--- src/rtl/digit_serial_adder.sv ---
// Multi-cycle adder/subtractor: WIDTH-bit operands processed DIGIT bits per clock, LSB digit first.
// Optional signed-overflow output is built only when DSA_OVF_EN is defined.
module digit_serial_adder #(
    parameter int WIDTH = 16,
    parameter int DIGIT = 4
) (
    input  logic             clk,
    input  logic             rst,
    input  logic             start,
    input  logic [WIDTH-1:0] a,
    input  logic [WIDTH-1:0] b,
    input  logic             cin,
    input  logic             sub,
    output logic             busy,
    output logic             done,
    output logic [WIDTH-1:0] s,
    output logic             cout
`ifdef DSA_OVF_EN
    ,
    output logic             ovf
`endif
);

    localparam int N  = WIDTH / DIGIT;
    localparam int KW = (N > 1) ? $clog2(N) : 1;

    typedef enum logic [1:0] {
        IDLE = 2'd0,
        RUN  = 2'd1,
        DONE = 2'd2
    } state_t;

    state_t           state_r;
    state_t           state_s;
    logic [KW-1:0]    k_r;
    logic [WIDTH-1:0] a_r;
    logic [WIDTH-1:0] b_r;
    logic             carry_r;
    logic [WIDTH-1:0] s_r;
    logic             cout_r;
    logic             busy_r;
    logic             done_r;
    logic             accept_s;
    logic             last_s;
    logic [DIGIT-1:0] da_s;
    logic [DIGIT-1:0] db_s;
    logic [DIGIT:0]   rip_s;
`ifdef DSA_OVF_EN
    logic             ovf_r;
    logic             c_msb_s;
`endif

    // DIGIT-bit ripple of full adders; returns {carry_out, sum}.
    function automatic logic [DIGIT:0] ripple(input logic [DIGIT-1:0] x,
                                              input logic [DIGIT-1:0] y,
                                              input logic             ci);
        logic             c;
        logic [DIGIT-1:0] sum;
        c   = ci;
        sum = '0;
        for (int i = 0; i < DIGIT; i++) begin
            sum[i] = x[i] ^ y[i] ^ c;
            c      = (x[i] & y[i]) | (c & (x[i] ^ y[i]));
        end
        return {c, sum};
    endfunction

    assign accept_s = start && (state_r != RUN);
    assign last_s   = (k_r == KW'(N - 1));
    assign da_s     = a_r[int'(k_r) * DIGIT +: DIGIT];
    assign db_s     = b_r[int'(k_r) * DIGIT +: DIGIT];
    assign rip_s    = ripple(da_s, db_s, carry_r);
`ifdef DSA_OVF_EN
    // A sum bit is x^y^c_in, so the carry into the top bit can be recovered from it.
    assign c_msb_s  = rip_s[DIGIT-1] ^ da_s[DIGIT-1] ^ db_s[DIGIT-1];
`endif

    // Next-state logic for the IDLE/RUN/DONE sequencer.
    always_comb begin
        state_s = state_r;
        case (state_r)
            IDLE: begin
                if (start) state_s = RUN;
                else       state_s = IDLE;
            end
            RUN: begin
                if (last_s) state_s = DONE;
                else        state_s = RUN;
            end
            DONE: begin
                if (start) state_s = RUN;
                else       state_s = IDLE;
            end
            default: state_s = IDLE;
        endcase
    end

    // State, operand capture, per-digit accumulation and registered outputs.
    always_ff @(posedge clk) begin
        if (rst) begin
            state_r <= IDLE;
            k_r     <= '0;
            a_r     <= '0;
            b_r     <= '0;
            carry_r <= 1'b0;
            s_r     <= '0;
            cout_r  <= 1'b0;
            busy_r  <= 1'b0;
            done_r  <= 1'b0;
`ifdef DSA_OVF_EN
            ovf_r   <= 1'b0;
`endif
        end else begin
            state_r <= state_s;
            busy_r  <= (state_s == RUN);
            done_r  <= (state_s == DONE);
            if (accept_s) begin
                a_r     <= a;
                b_r     <= sub ? ~b : b;
                carry_r <= sub ? 1'b1 : cin;
                k_r     <= '0;
                s_r     <= '0;
            end else if (state_r == RUN) begin
                s_r[int'(k_r) * DIGIT +: DIGIT] <= rip_s[DIGIT-1:0];
                carry_r <= rip_s[DIGIT];
                if (last_s) begin
                    k_r    <= '0;
                    cout_r <= rip_s[DIGIT];
`ifdef DSA_OVF_EN
                    ovf_r  <= c_msb_s ^ rip_s[DIGIT];
`endif
                end else begin
                    k_r <= k_r + KW'(1);
                end
            end
        end
    end

    assign busy = busy_r;
    assign done = done_r;
    assign s    = s_r;
    assign cout = cout_r;
`ifdef DSA_OVF_EN
    assign ovf  = ovf_r;
`endif

endmodule
--- config.mk ---
export PLATFORM = sky130hd
export DESIGN_NAME = digit_serial_adder
export DESIGN_NICKNAME = d
export VERILOG_FILES = /design/src/rtl/digit_serial_adder.sv
export SDC_FILE = /design/constraint.sdc
export NUM_CORES = 1
export LEC_CHECK = 0
export CAP_MARGIN = 0
export CORE_MARGIN = 2
export CORE_UTILIZATION = 35
export DETAILED_ROUTE_END_ITERATION = 7
export GPL_ROUTABILITY_DRIVEN = 0
export GPL_TIMING_DRIVEN = 0
export PLACE_DENSITY = 0.67
export SETUP_SLACK_MARGIN = 0.5
export SLEW_MARGIN = 20
export SYNTH_ARGS = -nofsm -noshare
export SYNTH_HDL_FRONTEND = slang
export SYNTH_SLANG_ARGS = --single-unit
--- constraint.sdc ---
create_clock -name clk -period 3.32 [get_ports clk]
set_input_delay 0.664 -clock clk [delete_from_list [all_inputs] [get_ports clk]]
set_output_delay 0.664 -clock clk [all_outputs]
set_load 0.05 [all_outputs]
==> reports/metrics.sh <==
RUN_STATUS='completed'
POST_DRT_WL_PER_CELL_MICRONS=14.3
SYNTH.TOP_CELLS.BY_COUNT='sky130_fd_sc_hd__dfxtp_1, sky130_fd_sc_hd__a21oi_1, sky130_fd_sc_hd__nand3_1'
N_ANTENNA_CELL=0
CLOCK_PATH_BUFFERS=2
SYNTHTOLAYOUTAREAGROWTH_PCT=30.3
DR.PASS1.ITERS=4
PEAKVDDDROP_mV=0.191
FINAL_ANTENNA_NET_COUNT=0
CTS_MADE_BUFFERS=5
NUM-NETS-FINAL=396
FIN_CRIT_SH=0.826
TIMING.HOLD.WS_PS=455
TRITONCTS_CLOCK_TREE='built'
SYNTH_TOP_CELL_AREA_SHARE=0.403
LAYOUT_CELLS_EXCL_FILL=452
ANTENNA_FOUND_INITIAL=0
DOMINANT_CELL_TYPE_BY_AREA_AFTER_SYNTHESIS='sky130_fd_sc_hd__dfxtp_1'
SYNTH_TOP_FLOP_CELL='sky130_fd_sc_hd__dfxtp_1'
GLOBALROUTE.TOTALOVERFLOW=0
WORST_SLEW_PIN_SLEW_PS=688
SYNTH-ASYNC-RESET-RATIO=0
NUM-FILL-CELLS=730
BUFFER_PORTS.INSERTED=53
DIE_HEIGHT_MICRONS=93.2
DIE_X_EXTENT_MICRONS=93.2
CLOCK-SINKS=56
REPORT.FINAL.HOLD_VIOL_COUNT=0
SYNTH_AREA_PER_CELL_SQ_UM=9.91
YOSYS_REGISTER_BITS=56
DP_HPWL_MM=4.77
PLACED_CELLS=436
CRITICAL_PATH_PEAK_FANOUT=6
CTS_ROOT_BUFFER='sky130_fd_sc_hd__clkbuf_8'
SETUP_TNS_PS=0
EFFECTIVE_UTILIZATION_AT_FLOORPLAN=0.360
DETAIL_ROUTE.WIRELENGTH_MM=6.47
YS_TYPES=38
FIRST_PASS_GRT_WIRE_LENGTH_MM=10.8
POSTSYNTHCELLCOUNT=281
CRITICALPATHCATEGORY='reg -> reg'
CTS-HTREE-LEVELS=2
RSZ0062_AT_GRT='true'
GR-USAGE-ALL-LAYERS=0.156
PLEAK_uW=0.00125
CORE_AREA_SQ_UM=7730
SYN_NETS=328
HOLD_PATH.CLASS='reg -> reg'
WORST_CLOCK_SKEW_PS=7.54
YS_WARN_COUNT=0
PWR_DENSITY_nW_PER_UM2=388
TIMING.MAX_CAP.VIOLATIONS=0
AREA_CONTRIBUTORS_POST_SYNTH='sky130_fd_sc_hd__dfxtp_1, sky130_fd_sc_hd__a21oi_1, sky130_fd_sc_hd__mux4_2'
LAYOUT_MIN_CYCLE_TIME_PS=2740
MAXSLEWHEADROOM=0.541
POST_SYNTHESIS_CELL_AREA_SQ_UM=2790
CRITICAL_PATH_ARRIVAL_PS=2990
PLACEMENT_ROWS=32
PIN_COUNT_OF_THE_BIGGEST_NET_ENTERING_GLOBAL_ROUTING=17
FINAL_LAYOUT_SIZE_SUFFIX_GT1_FRAC=0.206
REMAINING_DRC_ERRORS=0
IO-PIN-COUNT=56
SETUP.WORST_PATH.END_CLASS='flop'
FINAL_CORE_UTILIZATION=0.470
START_KIND='flop'
CLOCK_INSERTION_DELAY_WORST_SKEW_PS=310
SYNTH_ENABLE_FLOP_CELLS=0
SLEW_VIOL_FINAL=0
YOSYS.CELL_COUNT.TOP_TYPE='sky130_fd_sc_hd__dfxtp_1'
DETAILEDROUTE.FIRSTITERATIONVIOLATIONS=85
FINALSETUPVIOLCOUNT=0
NUM_VIAS=2278
WORST_ENDPOINT_REQUIRED_TIME_PS=3570
VIA_COUNT_OF_THE_FIRST_GLOBAL_ROUTING_PASS=2284
VIAS_PER_CELL=5.04
SYNTH_SEQUENTIAL_AREA_RATIO=0.403
TIMING.FMAX_MHz=365
DIE_AREA_SQ_UM=8690
CLOCK_PIN_SLEW_ON_THE_WORST_SETUP_AND_HOLD_PATHS_PS=100
## flip-flops by register name, summed over array words and instances, names as in the netlist
| register | count |
|---|---|
| s | 16 |
| a_r | 16 |
| busy | 1 |
| cout | 1 |
| done | 1 |
| k_r | 2 |
| b_r | 16 |
| state_r | 2 |
| carry_r | 1 |
## cell type report
type	instances	area, sq um	share of cell area
sequential	56	1130	0.311
inverter	11	41.3	0.0114
buffer	25	215	0.0593
clock inverter	1	8.76	0.00241
tap	102	128	0.0352
clock buffer	7	76.3	0.0210
timing repair buffer	61	591	0.163
multi-input combinational	189	1440	0.397
## layer usage
layer  GRT usage  share of wire  vias up
met2       0.265           0.48       49
met3      0.0298          0.038       10
met4      0.0429          0.016        0
li1            -              -     1145
met1       0.202           0.47     1074
met5           0              0        -
## metrics by stage
| stage | area, sq um | setup slack [ps] | power (uW) |
|---|---|---|---|
| after floorplan | 2790 | 577 | 941 |
| after global placement | 3440 | 230 | 1040 |
| after detailed placement | 3440 | 214 | 1040 |
| after CTS | 3610 | 522 | 1410 |
| after global routing | 3630 | 473 | 1480 |
| final | 3630 | 579 | 1410 |
## repair_timing
| action | CTS | global route |
|---|---|---|
| setup buffers | 5 | 3 |
| gates resized for setup | 16 | 1 |
| pin swaps | 4 | 2 |
| setup endpoints to repair | 6 | 4 |
| hold buffers | 0 | 0 |
| hold endpoints to repair | 0 | 0 |
## layout by cell type, fill, tap and decap left out, types with 4 or more instances in the layout
master,count
sky130_fd_sc_hd__nor2_1,10
sky130_fd_sc_hd__o21ai_0,15
sky130_fd_sc_hd__a32oi_1,4
sky130_fd_sc_hd__inv_1,7
sky130_fd_sc_hd__nand3_1,17
sky130_fd_sc_hd__fa_2,4
sky130_fd_sc_hd__buf_4,13
sky130_fd_sc_hd__ha_1,6
sky130_fd_sc_hd__dfxtp_1,54
sky130_fd_sc_hd__clkbuf_1,6
sky130_fd_sc_hd__a21oi_1,44
sky130_fd_sc_hd__nand3b_1,5
sky130_fd_sc_hd__nand2_1,15
sky130_fd_sc_hd__inv_2,4
sky130_fd_sc_hd__clkdlybuf4s50_1,53
sky130_fd_sc_hd__buf_6,6
sky130_fd_sc_hd__xnor2_1,16
sky130_fd_sc_hd__a211oi_1,6
sky130_fd_sc_hd__mux4_2,8
sky130_fd_sc_hd__buf_2,5
sky130_fd_sc_hd__nand4_1,10
sky130_fd_sc_hd__clkbuf_8,5
sky130_fd_sc_hd__a211oi_2,10
## path summary, 6_finish.rpt
check | from | end | slack, ps | cells past startpoint
max | k_r[0]$_SDFFE_PP0P_ | s[7]$_SDFFE_PP0P_ | 580 | 10
min | s[5]$_SDFFE_PP0P_ | s[5]$_SDFFE_PP0P_ | 450 | 2
max reg2reg | k_r[0]$_SDFFE_PP0P_ | s[7]$_SDFFE_PP0P_ | 580 | 10
min reg2reg | s[5]$_SDFFE_PP0P_ | s[5]$_SDFFE_PP0P_ | 450 | 2
## power by group
group | switching, uW | internal [uW] | total (uW)
sequential | 17.1 | 706 | 723
clock | 217 | 151 | 368
combinational | 163 | 153 | 317
total | 397 | 1010 | 1410
## kinds of logic (layout without fill, tap and decap cells)
group | Yosys count | count (layout) | synth area share
compound gates | 87 | 87 | 0.202
simple gates | 68 | 68 | 0.141
flops | 56 | 56 | 0.403
buf+inv | 36 | 105 | 0.0840
xor+xnor | 16 | 16 | 0.0503
fa+ha+maj | 10 | 10 | 0.0557
mux | 8 | 8 | 0.0647
## critical path, stage by stage (launching register included)
cell and delay (ps):
sky130_fd_sc_hd__dfxtp_4 360, sky130_fd_sc_hd__buf_8 120, sky130_fd_sc_hd__mux4_2 500, sky130_fd_sc_hd__inv_2 70, sky130_fd_sc_hd__fa_2 190, sky130_fd_sc_hd__fa_2 190
sky130_fd_sc_hd__inv_2 40, sky130_fd_sc_hd__fa_2 350, sky130_fd_sc_hd__fa_2 600, sky130_fd_sc_hd__nand4_1 110, sky130_fd_sc_hd__a21oi_1 140
No activity file was read; power rests on OpenSTA's default activity.
